--- src/rtl/conv_pkg.sv ---
// Shared types and constants for the convolution sequencer and the 128x32
// convolution datapath it controls.
package conv_pkg;

  typedef enum logic [1:0] {
    LOAD = 2'd0,
    READ = 2'd1,
    CALC = 2'd2,
    OUT  = 2'd3
  } conv_state_t;

  localparam int CONV_N      = 128;
  localparam int CONV_M      = 32;
  localparam int CONV_NY     = CONV_N - CONV_M + 1;
  localparam int CONV_LOGN   = 7;
  localparam int CONV_LOGM   = 5;
  localparam int CONV_DATA_W = 8;
  localparam int CONV_RES_W  = 21;

endpackage

--- src/rtl/load_counter.sv ---
// Saturating handshake write-address counter for one load stream: accepts
// words while enabled and below LIMIT and exposes the next write address.
module load_counter #(
  parameter int ADDR_W = 7,
  parameter int LIMIT  = 128
) (
  input  logic              clk,
  input  logic              reset,
  input  logic              enable,
  input  logic              clear,
  input  logic              s_valid,
  output logic              s_ready,
  output logic              wr_en,
  output logic [ADDR_W-1:0] addr,
  output logic              full
);

  localparam int CNT_W = ADDR_W + 1;

  logic [CNT_W-1:0] cnt_q, cnt_d;

  assign full    = (cnt_q == CNT_W'(LIMIT));
  // Ready is gated by the raw reset so it drops the moment reset asserts.
  assign s_ready = reset & enable & ~full;
  assign wr_en   = s_valid & s_ready;
  assign addr    = cnt_q[ADDR_W-1:0];

  always_comb begin
    cnt_d = cnt_q;
    if (clear) begin
      cnt_d = '0;
    end else if (wr_en) begin
      cnt_d = cnt_q + CNT_W'(1);
    end
  end

  always_ff @(posedge clk or negedge reset) begin
    if (!reset) begin
      cnt_q <= '0;
    end else begin
      cnt_q <= cnt_d;
    end
  end

endmodule

--- src/rtl/conv_sequencer.sv ---
// Convolution sequencer: one FSM loads x/f over two valid/ready streams,
// walks the read window, pulses the MAC and streams results out.
// Build option: CONV_SEQ_FILTER_REUSE_EN keeps the filter across jobs.
module conv_sequencer
  import conv_pkg::*;
#(
  parameter int N    = CONV_N,
  parameter int M    = CONV_M,
  parameter int LOGN = CONV_LOGN,
  parameter int LOGM = CONV_LOGM
) (
  input  logic            clk,
  input  logic            reset,
  input  logic            s_valid_x,
  output logic            s_ready_x,
  input  logic            s_valid_f,
  output logic            s_ready_f,
  output logic [LOGN-1:0] addr_x,
  output logic            wr_en_x,
  output logic [LOGM-1:0] addr_f,
  output logic            wr_en_f,
  output logic            en_acc,
  output logic            clr_acc,
  output logic            m_valid_y,
  input  logic            m_ready_y,
  output logic            job_done
);

  localparam logic [LOGN-1:0] K_LAST = LOGN'(N - M);

  conv_state_t     state_q, state_d;
  logic [LOGN-1:0] k_q, k_d;
  logic            job_done_q, job_done_d;

  logic            load_en;
  logic            job_end;
  logic            clear_x, clear_f;
  logic            full_x, full_f;
  logic [LOGN-1:0] wr_addr_x;
  logic [LOGM-1:0] wr_addr_f;

  assign load_en = (state_q == LOAD);
  assign job_end = (state_q == OUT) && m_ready_y && (k_q == K_LAST);
  assign clear_x = job_end;

`ifdef CONV_SEQ_FILTER_REUSE_EN
  logic f_loaded_q, f_loaded_d;

  // Once a full filter has been seen it is kept; only reset forgets it.
  always_comb begin
    f_loaded_d = f_loaded_q | full_f;
  end

  always_ff @(posedge clk or negedge reset) begin
    if (!reset) begin
      f_loaded_q <= 1'b0;
    end else begin
      f_loaded_q <= f_loaded_d;
    end
  end

  assign clear_f = job_end & ~f_loaded_q;
`else
  assign clear_f = job_end;
`endif

  load_counter #(
    .ADDR_W (LOGN),
    .LIMIT  (N)
  ) u_load_x (
    .clk     (clk),
    .reset   (reset),
    .enable  (load_en),
    .clear   (clear_x),
    .s_valid (s_valid_x),
    .s_ready (s_ready_x),
    .wr_en   (wr_en_x),
    .addr    (wr_addr_x),
    .full    (full_x)
  );

  load_counter #(
    .ADDR_W (LOGM),
    .LIMIT  (M)
  ) u_load_f (
    .clk     (clk),
    .reset   (reset),
    .enable  (load_en),
    .clear   (clear_f),
    .s_valid (s_valid_f),
    .s_ready (s_ready_f),
    .wr_en   (wr_en_f),
    .addr    (wr_addr_f),
    .full    (full_f)
  );

  always_comb begin
    state_d    = state_q;
    k_d        = k_q;
    job_done_d = 1'b0;
    addr_x     = k_q;
    addr_f     = '0;
    en_acc     = 1'b0;
    clr_acc    = 1'b0;
    m_valid_y  = 1'b0;

    case (state_q)
      LOAD: begin
        addr_x  = wr_addr_x;
        addr_f  = wr_addr_f;
        clr_acc = 1'b1;
        if (full_x && full_f) begin
          state_d = READ;
        end
      end
      READ: begin
        state_d = CALC;
      end
      CALC: begin
        en_acc  = 1'b1;
        state_d = OUT;
      end
      OUT: begin
        m_valid_y = 1'b1;
        if (m_ready_y) begin
          if (k_q == K_LAST) begin
            k_d        = '0;
            job_done_d = 1'b1;
            state_d    = LOAD;
          end else begin
            k_d     = k_q + LOGN'(1);
            state_d = READ;
          end
        end
      end
      default: begin
        state_d = LOAD;
      end
    endcase
  end

  always_ff @(posedge clk or negedge reset) begin
    if (!reset) begin
      state_q    <= LOAD;
      k_q        <= '0;
      job_done_q <= 1'b0;
    end else begin
      state_q    <= state_d;
      k_q        <= k_d;
      job_done_q <= job_done_d;
    end
  end

  assign job_done = job_done_q;

endmodule

--- config.mk ---
export PLATFORM = sky130hd
export DESIGN_NAME = conv_sequencer
export DESIGN_NICKNAME = d
export VERILOG_FILES = /design/src/rtl/conv_pkg.sv /design/src/rtl/load_counter.sv /design/src/rtl/conv_sequencer.sv
export SDC_FILE = /design/constraint.sdc
export NUM_CORES = 1
export LEC_CHECK = 0
export CAP_MARGIN = 10
export CORE_UTILIZATION = 45
export CTS_CLUSTER_SIZE = 40
export DETAILED_ROUTE_END_ITERATION = 16
export DONT_BUFFER_PORTS = 1
export GPL_TIMING_DRIVEN = 0
export PLACE_DENSITY_LB_ADDON = 0.15
export SYNTH_ARGS = -nofsm -noshare
export SYNTH_HDL_FRONTEND = slang
export SYNTH_SLANG_ARGS = --single-unit
--- constraint.sdc ---
create_clock -name clk -period 2 [get_ports clk]
set_input_delay 0.5 -clock clk [delete_from_list [all_inputs] [get_ports clk]]
set_output_delay 0.5 -clock clk [all_outputs]
set_load 0.01 [all_outputs]
==> flow_summary.toml, run 1 <==
[placed_design]
hpwlAfterDp_um = 2270
placed_cell_area_um2 = 1630
place.gp.congestion = 0.773
dp_cells = 202
port_buffers = 0
place_ws_ns = -0.202

[floorplan]
dieArea_um2 = 3720
coreArea_um2 = 3340
ios = 25
start_util = 0.470
die_x_um = 61.0
rows = 21
fp.dieH_um = 61.0

[timing]
tns_ns = -0.0887
fin_crit_sh = 1.02
setup_viol = 7
setup_ws_ns = -0.0339
holdWs_ns = 0.336
worstMarginPinSlew_ns = 0.546
max_slew_margin = 0.634
rsz0062_at_grt = "true"
worst_clock_skew_ns = 0.0140
fmax_mhz = 492
finalHoldViolations = 0
finalMaxSlewViolations = 0
fin_crit_ns = 2.03

[worst_setup_path]
crit_path_start_kind = "flop"
cp.arrival_ns = 1.53
crit_required_ns = 1.50
worstSetupPathType = "flop to output port"
crit_fanout = 6
crit_path_end_kind = "output port"

[global_routing]
grt_pass1_vias = 1092
grt_pass1_wl_um = 5150
grt.total_usage = 0.191
grt_overflow = 0
grt_antenna_before_repair = 0
grt_start_max_net_pins = 25

[cts]
cts_buffer_depth = 2
cts_sinks = 24
root_buffer = "clkbuf_4"
numCtsBuffers = 3
htreeDepth = 1
cts_tree = "yes"
clk_latency_ns = 0.32
cts.clk_slew.worst_paths_ns = 0.15

[route]
num_vias = 1165
vias_per_cell = 5.34
ant_nets = 0
routedWlPerCell_um = 15.5
drtIter0Drc = 32
wl_um = 3390
drc = 0
firstDrtPassIters = 4

[outcome]
violations = "negative setup slack"
status = "complete, but fails checks"

[logic_synthesis]
netlist_instances = 156
synthArstFlopShare = 1.00
synthesis.nets = 171
synthesis.area_um2 = 1570
synth_cell_types = 39
ys_seq_area_frac = 0.383
ys_warn_count = 0
ys_ff_latch = 24
synth_edf_count = 0
syn_avg_cell_area_um2 = 10.0
synth_flop_cell = "dfrtp_1"

[cells_and_area]
fin_cells = 218
final_common_cell = "dfrtp_1"
mostFrequentLayoutCells = "dfrtp_1 (22), inv_1 (10)"
nets = 188
area_delta_synth_final_pct = 25.9
n_antenna_cell = 0
final_core_util = 0.591
postLayoutCellArea_um2 = 1970
drive_above_1_share = 0.355

[flow_run]
drv_cap = 0

[pwr]
total_power_mw = 2.66
ir_drop_mv = 0.619
leakage_nw = 0.847
powerDensity_nw_per_um2 = 1350

[hold_path]
hold_path.class = "input port to flop"
-- per-layer routing --
layer	track usage	wire length, um
met5	0	0
met4	0.0682	31
met3	0.0441	163
met2	0.290	1640
met1	0.267	1560
-- what timing repair did --
item,CTS,global route
endpoints found under the setup margin,16,16
cloned,0,2
endpoints found under the hold margin,24,0
pin swaps,0,4
setup buffers,5,3
gates resized for setup,19,25
hold buffers,2,0
-- registers in the layout, summed over array words and instances, names as in the netlist --
signal	count
u_load_x.cnt_q	8
k_q	7
job_done	1
state_q	2
u_load_f.cnt_q	6
-- worst max-delay path: stages, from the launching register on --
cell and delay [ns]:
dfrtp_1 0.43, inv_2 0.09, ha_4 0.18, buf_8 0.15, clkbuf_16 0.15, nand2_8 0.05, a21oi_4 0.14
-- worst paths after layout --
kind | cells past startpoint | slack (ns) | startpoint | endpoint
max in group asynchronous | 2 | 1.25 | reset | k_q[1]
max | 6 | -0.03 | state_q[0] | s_ready_x
min | 1 | 0.34 | m_ready_y | k_q[3]
min reg2reg | 1 | 0.56 | k_q[0] | k_q[0]
max reg2reg | 8 | 0.32 | state_q[0] | u_load_x.cnt_q[7]
min in group asynchronous | 2 | 0.60 | reset | k_q[5]
-- report_power, final --
part | internal [mW] | total (mW) | switching, mW
Combinational | 0.675 | 1.46 | 0.790
Clock | 0.203 | 0.359 | 0.156
Sequential | 0.640 | 0.832 | 0.192
-- cells in the mapped netlist (2+ instances only) --
| master | number | area (um2) |
|---|---|---|
| a21o_1 | 2 | 15.0 |
| a21oi_1 | 6 | 30.0 |
| and2_1 | 5 | 31.3 |
| and3_1 | 2 | 12.5 |
| dfrtp_1 | 24 | 601 |
| ha_1 | 10 | 125 |
| inv_1 | 13 | 48.8 |
| mux2_2 | 4 | 45.0 |
| mux2i_1 | 3 | 30.0 |
| nand2_1 | 12 | 45.0 |
| nand3_1 | 9 | 45.0 |
| nand4_1 | 2 | 12.5 |
| nor2_1 | 11 | 41.3 |
| nor2_2 | 9 | 56.3 |
| nor3_1 | 4 | 20.0 |
| o21ai_0 | 6 | 30.0 |
| xnor2_1 | 9 | 78.8 |
| xor2_1 | 4 | 35.0 |
-- kinds of logic (layout without fill, tap and decap cells) --
kind of cell	after synthesis	in the layout	share of synthesized area
and+or+nand+nor	64	64	0.259
DFF	24	24	0.383
AOI/OAI and AO/OA	22	22	0.107
buffers and inverters	16	32	0.0511
xor gates and xnor gates	13	13	0.0726
adders and majority gates	10	10	0.0798
muxes	7	7	0.0479
-- area by class of cell --
class                      count  area, um2
inverter                      13       51.3
clock inverter                 1       30.0
timing repair buffer          12        130
multi-input combinational    116       1020
clock buffer                   3       22.5
tap                           46       57.6
fill                         311       1360
sequential                    24        603
buffer                         3       60.1
(Power assumes the default switching activity.)
==> run 2, diff against run 1 <==
Settings changed: ABC_AREA set to 1.
==> flow_summary.toml, run 2 <==
[logic_synthesis]
syn_avg_cell_area_um2 = 7.40
synth_edf_count = 0
synth_cell_types = 24
ys_ff_latch = 24
yosys.area.top_type = "dfrtp_1"
synth_flop_cell = "dfrtp_1"
synth.most_common_cell = "nand2_1"
ys_warn_count = 0
ys_seq_area_frac = 0.361
ys_top_cells_by_count = "nand2_1 (61), nand3_1 (36), inv_1 (31)"
synthesis.area_um2 = 1660
synth.area.top_cells = "dfrtp_1 (36%), nand2_1 (14%), nand3_1 (11%)"
synth_top_area_frac = 0.361
netlist_instances = 225
synthesis.nets = 240
synthArstFlopShare = 1.00

[timing]
setup_viol = 0
finalHoldViolations = 0
finalMaxSlewViolations = 0
max_slew_margin = 0.752
setup_ws_ns = 0.0602
rsz0062_at_grt = "false"
fin_crit_sh = 0.970
worstMarginPinSlew_ns = 0.371
worst_clock_skew_ns = 0.00516
fin_crit_ns = 1.94
tns_ns = 0
fmax_mhz = 516

[cells_and_area]
final_common_cell = "nand2_1"
largestRegisters = "u_load_x.cnt_q (8), k_q (7), u_load_f.cnt_q (6)"
multi_input_area_um2 = 943
n_antenna_cell = 0
nets = 250
drive_above_1_share = 0.137
seq_area_um2 = 602
mostFrequentLayoutCells = "nand2_1 (60), nand3_1 (36), inv_1 (28), dfrtp_1 (23), nor2_1 (15)"
fin_cells = 280
top_register = "u_load_x.cnt_q"
area_delta_synth_final_pct = 12.6
largest_register_ffs = 8
n_fill_cell = 353

[global_routing]
grt_start_max_net_pins = 25
grt_overflow = 0
grt.total_usage = 0.205
grt_pass1_vias = 1353
grt_antenna_before_repair = 0
grt_pass1_wl_um = 6300

[placed_design]
dp_cells = 271
port_buffers = 0
place_ws_ns = -0.0521
place.gp.congestion = 0.766
hpwlAfterDp_um = 2530

[cts]
clk_latency_ns = 0.27
numCtsBuffers = 3
cts_buffer_depth = 2
root_buffer = "clkbuf_8"
cts_tree = "yes"
htreeDepth = 1
cts.clk_slew.worst_paths_ns = 0.09
cts_sinks = 24

[flow_run]
drv_cap = 0

[route]
routedWlPerCell_um = 13.2
vias_per_cell = 5.13
ant_nets = 0
drtIter0Drc = 65
num_vias = 1435
firstDrtPassIters = 4
drc = 0
wl_um = 3710

[worst_setup_path]
crit_required_ns = 1.50
r2r-start = "state_q[0]"
crit_fanout = 6
r2r_setup_slack_ns = 0.26
reg2reg_to = "k_q[5]"
crit_path_start_kind = "flop"
worst-r2r-cell-count = 8
crit_path_end_kind = "output port"
cp.arrival_ns = 1.44
worstSetupPathType = "flop to output port"

[pwr]
leakage_nw = 1.03
ir_drop_mv = 0.418
powerDensity_nw_per_um2 = 758

[outcome]
status = "complete, no violations"

[floorplan]
dieArea_um2 = 3950
die_x_um = 62.8
ios = 25
coreArea_um2 = 3440
rows = 21
start_util = 0.483
fp.dieH_um = 62.8

[hold_path]
hold_path.class = "input port to async pin"
run 2: cell count changes after synthesis, sizes merged, moves of 3 or more:
cell	change
mux2	-4
nand3b	+4
nand3	+27
a21oi	-6
nand2	+51
xnor2	-8
inv	+19
mux2i	-3
and2	-5
xor2	+5
o21ai	+5
nor3	-4
run 2: worst max-delay path: stages, from the launching register on:
cell and delay, ns:
dfrtp_2 0.42, inv_1 0.06, ha_1 0.18, nand3_1 0.13, nor2_4 0.08, nor3_4 0.30
run 2: routing by layer:
| metal | wire, um | share of wire | GRT usage |
|---|---|---|---|
| met4 | 23 | 0.0062 | 0.0465 |
| met3 | 138 | 0.037 | 0.0474 |
| met5 | 0 | 0 | 0 |
| met2 | 1660 | 0.45 | 0.329 |
| met1 | 1880 | 0.51 | 0.279 |
run 2: cells by family (layout without fill, tap and decap cells):
kind of cell,count (synthesis),in the layout,share of synthesized area
AOI/OAI and AO/OA,13,13,0.0406
xor gates and xnor gates,10,10,0.0526
adders and majority gates,10,10,0.0752
buffers and inverters,38,46,0.0977
and+or+nand+nor,130,131,0.373
DFF,24,24,0.361
run 2: layout make-up:
| cell class | instances | area share |
|---|---|---|
| tap | 46 | 0.0307 |
| sequential | 24 | 0.321 |
| buffer | 6 | 0.0254 |
| timing repair buffer | 4 | 0.0227 |
| multi-input combinational | 164 | 0.504 |
| clock buffer | 4 | 0.0294 |
| inverter | 32 | 0.0668 |
run 2: metrics by stage:
step           power [mW]  utilization  hold WS [ns]  area (um2)
6_report             1.42        0.544        0.0286        1870
3_5_place_dp         1.05        0.500         0.205        1720
4_1_cts              1.42        0.540        0.0320        1860
3_3_place_gp         1.05        0.500         0.205        1720
2_1_floorplan       0.978            -         0.204        1660
5_1_grt              1.53        0.544        0.0271        1870
run 2: worst max path at each step:
stage	slack, ns	end	from	depth (start not counted)
floorplan	0.18	wr_en_f	state_q[0]	6
global placement	-0.01	addr_x[2]	state_q[0]	5
detailed placement	-0.05	addr_x[1]	state_q[0]	5
CTS	0.007	wr_en_x	state_q[0]	4
global route	0.004	wr_en_x	state_q[0]	4
finish	0.06	wr_en_x	u_load_x.cnt_q[1]	5
run 2: power breakdown:
group	switching, mW	internal [mW]
registers	0.0961	0.559
logic	0.265	0.161
clock network	0.163	0.176
run 2: what timing repair did:
action	in CTS	in global routing
hold buffers	1	0
gates cloned	1	0
setup endpoints to repair	16	9
buffers inserted	3	0
pin swaps	1	1
endpoints found under the hold margin	24	0
resized for setup	12	10
==> run 3, diff against run 2 <==
Settings changed: HOLD_SLACK_MARGIN set to 0.02.
==> results of run 3 <==
The final DEF is identical to that of run 2; final timing and power are the same.
==> patch 1 (config.mk and constraints of run 3) <==
Build with the macro `CONV_SEQ_FILTER_REUSE_EN` defined.
--- a/src/rtl/conv_sequencer.sv
+++ b/src/rtl/conv_sequencer.sv
@@ -2,4 +2,6 @@
 // walks the read window, pulses the MAC and streams results out.
 // Build option: CONV_SEQ_FILTER_REUSE_EN keeps the filter across jobs.
+`define CONV_SEQ_FILTER_REUSE_EN
+
 module conv_sequencer
   import conv_pkg::*;
Formal check against the unedited RTL: same outputs for any inputs over 10 cycles, from zero or initial values and one cycle with reset low; that may be too few to reach the edited logic, so the function may still have changed.
==> patch 1 against run 3 <==
Sequential share of layout area fell by 0.90 points; synthesized cell count grew 8.9%; maximum frequency decreased by 0.66%; area after synthesis increased by 5.8%; worst setup slack lost 0.013 ns; routed wire length increased by 6.0%; sequential cell count up 1; combinational power increased by 6.1%; cell area grew 6.9%; via count grew 6.6%; die area rose by 5.6%; total power rose by 0.38%; critical path type unchanged.
==> patch 1: results (changes against run 3) <==
* Outcome: finished clean
* Final period util at 97.6% (+0.64 points)
* Post-synthesis adder-cell area fraction at 7.11% (-0.41 points)
* Initial DRC Count at 80 (+23%)
* Post-synthesis sequential area ratio at 35.5% (-0.55 points)
* Worst R2R End: u_load_x.cnt_q[1]$_DFFE_PN0P_
* Multi-input gates at 176 (+7.3%)
* Setup Buffers After CTS at 5 (+2)
* Total power draw at 1.43 mW (+0.38%)
* Non-clock buffer count at 15 (+5)
* Total track usage at 20.9% (+0.36 points)
* Syn_nets at 260 (+8.3%)
* NetSw at 526 uW (+0.35%)
* Non-clk buf share at 6.62% (+1.8 points)
* Leak Pwr at 1.15 nW (+11%)
* Sink Count at 25 (+4.2%)
* DP Wirelength at 2740 um (+8.1%)
* Largest net degree at the start of global routing at 26 (+4.0%)
* Peak VDD IR at 0.499 mV (+20%)
* DR WL/cell at 12.8 um (-3.3%)
* Clock-cell share at 2.25% (-0.69 points)
* Crit path launch: u_load_f.cnt_q[0]$_DFFE_PN0P_
* Vias in the first global route at 1,427 (+5.5%)
* Worst setup path end: wr_en_f
* # nets final at 275 (+10%)
* Vias per inst at 4.98 (-2.8%)
* Fill count at 377 (+6.8%)
* Synth top cells by count: nand2_1, inv_1, nand3_1
* Hold WS at 0.0298 ns (+0.00123 ns)
* Final GP Congestion at 0.772 (+0.85%)
* Inverters at 39 (+22%)
* Ranking of synthesized cells by area: dfrtp_1, nand2_1, nand3_1
* First-pass GRT wire length at 6710 um (+6.5%)
* Seq. cell area at 626 sq um (+4.0%)
[patch 1: cell count changes after synthesis, sizes merged]
cell    change
a211oi      -1
a21oi       +2
buf         -1
dfrtp       +1
inv         +7
nand2      +11
nand3       -4
nand3b      -3
nand4       +3
nor2        +7
o21ai       +1
o21bai      +1
or2         +1
xor2        -5
[patch 1: per-stage QoR]
step           util, %  std cells
6_report          53.9        307
3_3_place_gp      49.0        293
3_5_place_dp      49.0        293
4_1_cts           52.5        303
5_1_grt           53.9        307
2_1_floorplan        -        245
[patch 1: routing by layer]
metal	vias up	wire, um	GRT usage [%]
met1	704	1860	27.0
li1	799	-	-
met2	23	1840	35.0
met5	-	0	0
met3	4	180	3.87
met4	0	48	6.67
[patch 1: critical path: stages (launching register included)]
cell and delay, ns:
dfrtp_1 0.42, inv_2 0.07, ha_2 0.19, nand2_2 0.06, nor2_2 0.06, nor3_4 0.37
==> patch 2 (flow settings as in run 3) <==
Made on the original files. The 4 states of `conv_state_t` get a Gray code encoding in 2 bits.
--- a/src/rtl/conv_pkg.sv
+++ b/src/rtl/conv_pkg.sv
@@ -4,8 +4,8 @@
 
   typedef enum logic [1:0] {
-    LOAD = 2'd0,
-    READ = 2'd1,
-    CALC = 2'd2,
-    OUT  = 2'd3
+    LOAD = 2'b00,
+    READ = 2'b01,
+    CALC = 2'b11,
+    OUT  = 2'b10
   } conv_state_t;
 
Function: same outputs for any inputs over 10 cycles, from zero or initial values and one cycle with reset low; not proved beyond that.
==> patch 2 against run 3 <==
Sequential cell count is the same; worst setup slack improved by 0.011 ns; final cell count increased by 8.6%; cell area grew 2.1%; maximum frequency up 0.59%; count of clock-buffer cells in the layout down 1; clock skew fell by 0.0013 ns; routed wire length rose by 3.7%; area after synthesis up 2.7%; critical endpoint is now addr_x[6]; die area increased by 2.6%.
Power is not compared: it rests on default switching activity, and its combinational part moved more than twofold at a synthesized area within 25%.
==> patch 2: results (changes against run 3) <==
* Ranking of synthesized cells by area: dfrtp_1, nand2_1, inv_1
* Xor and xnor fraction of the mapped netlist area at 3.59% (-1.7 points)
* Total track usage at 21.1% (+0.56 points)
* Flop-to-flop setup slack at 0.39 ns (+0.13 ns)
* WL met2 at 1770 um (+6.4%)
* Crit path launch: state_q[1]$_DFFE_PN0P_
* Reg-to-reg critical path startpoint: k_q[0]$_DFFE_PN0P_
* DP Worst Slack at 0.273 ns (+0.325 ns)
* Vias in the first global route at 1,385 (+2.4%)
* Outcome: finished clean
* Grt met2 use at 33.8% (+0.90 points)
* Post-synthesis sequential area ratio at 35.1% (-0.95 points)
* # nets final at 268 (+7.2%)
* Fill count at 383 (+8.5%)
* First-pass GRT wire length at 6650 um (+5.6%)
* Post-synthesis adder-cell area fraction at 4.39% (-3.1 points)
* Met3 GRT Util at 3.62% (-1.1 points)
* Share of layout cells above drive strength 1 at 14.1% (+0.39 points)
* Worst setup path end: addr_x[6]
* Unique masters post-synth at 23 (-4.2%)
* Global Route met1 Usage at 29.2% (+1.3 points)
* Final GP Congestion at 0.820 (+7.1%)
* Vias at 1,504 (+4.8%)
* Initial DRC Count at 123 (+89%)
* Worst path top cell family by delay: flip-flops
* Crit path max fanout at 10 (+4)
* DP Wirelength at 2820 um (+11%)
* Worst R2R End: u_load_x.cnt_q[3]$_DFFE_PN0P_
* Syn_nets at 257 (+7.1%)
## patch 2: cell count changes in the layout (fill, tap and decap cells not counted), moves of 3 or more
cell,delta
nand3_1,-11
nand2_1,+9
ha_1,-3
nand3b_1,-4
nor2_1,+13
inv_1,+7
nand3_2,+3
o21ai_0,+6
nand4_1,+3
xor2_1,-5
## patch 2: kinds of logic (layout without fill, tap and decap cells)
family | after synthesis | in the layout
XOR/XNOR | 7 | 7
AO/OA/AOI/OAI | 19 | 19
AND/OR/NAND/NOR | 144 | 144
buffers and inverters | 46 | 56
flip-flops | 24 | 24
adder cells (fa/ha/maj) | 6 | 6
## patch 2: area by class of cell
class / count / area [sq um] / area share, %
multi-input cells: 176 / 923 / 48.3
flip-flops and latches: 24 / 601 / 31.4
inverters: 41 / 161 / 8.44
well taps: 48 / 60.1 / 3.14
repair buffers: 6 / 57.6 / 3.01
clock buffers: 3 / 41.3 / 2.16
plain buffers: 5 / 37.5 / 1.96
clock inverters: 1 / 30.0 / 1.57
## patch 2: through the flow
step	instance area (sq um)	std cells	hold WS, ns	util, %	total power, mW
final	1910	304	0.0258	52.2	2.33
after global routing	1910	304	0.0210	52.2	2.54
after CTS	1860	299	0.0291	50.8	2.26
after detailed placement	1770	294	0.205	48.3	1.80
after global placement	1770	294	0.205	48.3	1.80
after floorplan	1710	246	0.204	-	1.60
## patch 2: repair_timing
action | in CTS | in global routing
hold buffers | 1 | 0
gates cloned | 0 | 0
pin swaps | 0 | 2
buffers inserted | 0 | 5
endpoints found under the setup margin | 5 | 8
resized for setup | 1 | 12
endpoints found under the hold margin | 24 | 0
## patch 2: power breakdown
part / switching [mW] / internal [mW]
Clock: 0.173 / 0.268
Sequential: 0.170 / 0.633
Combinational: 0.700 / 0.384
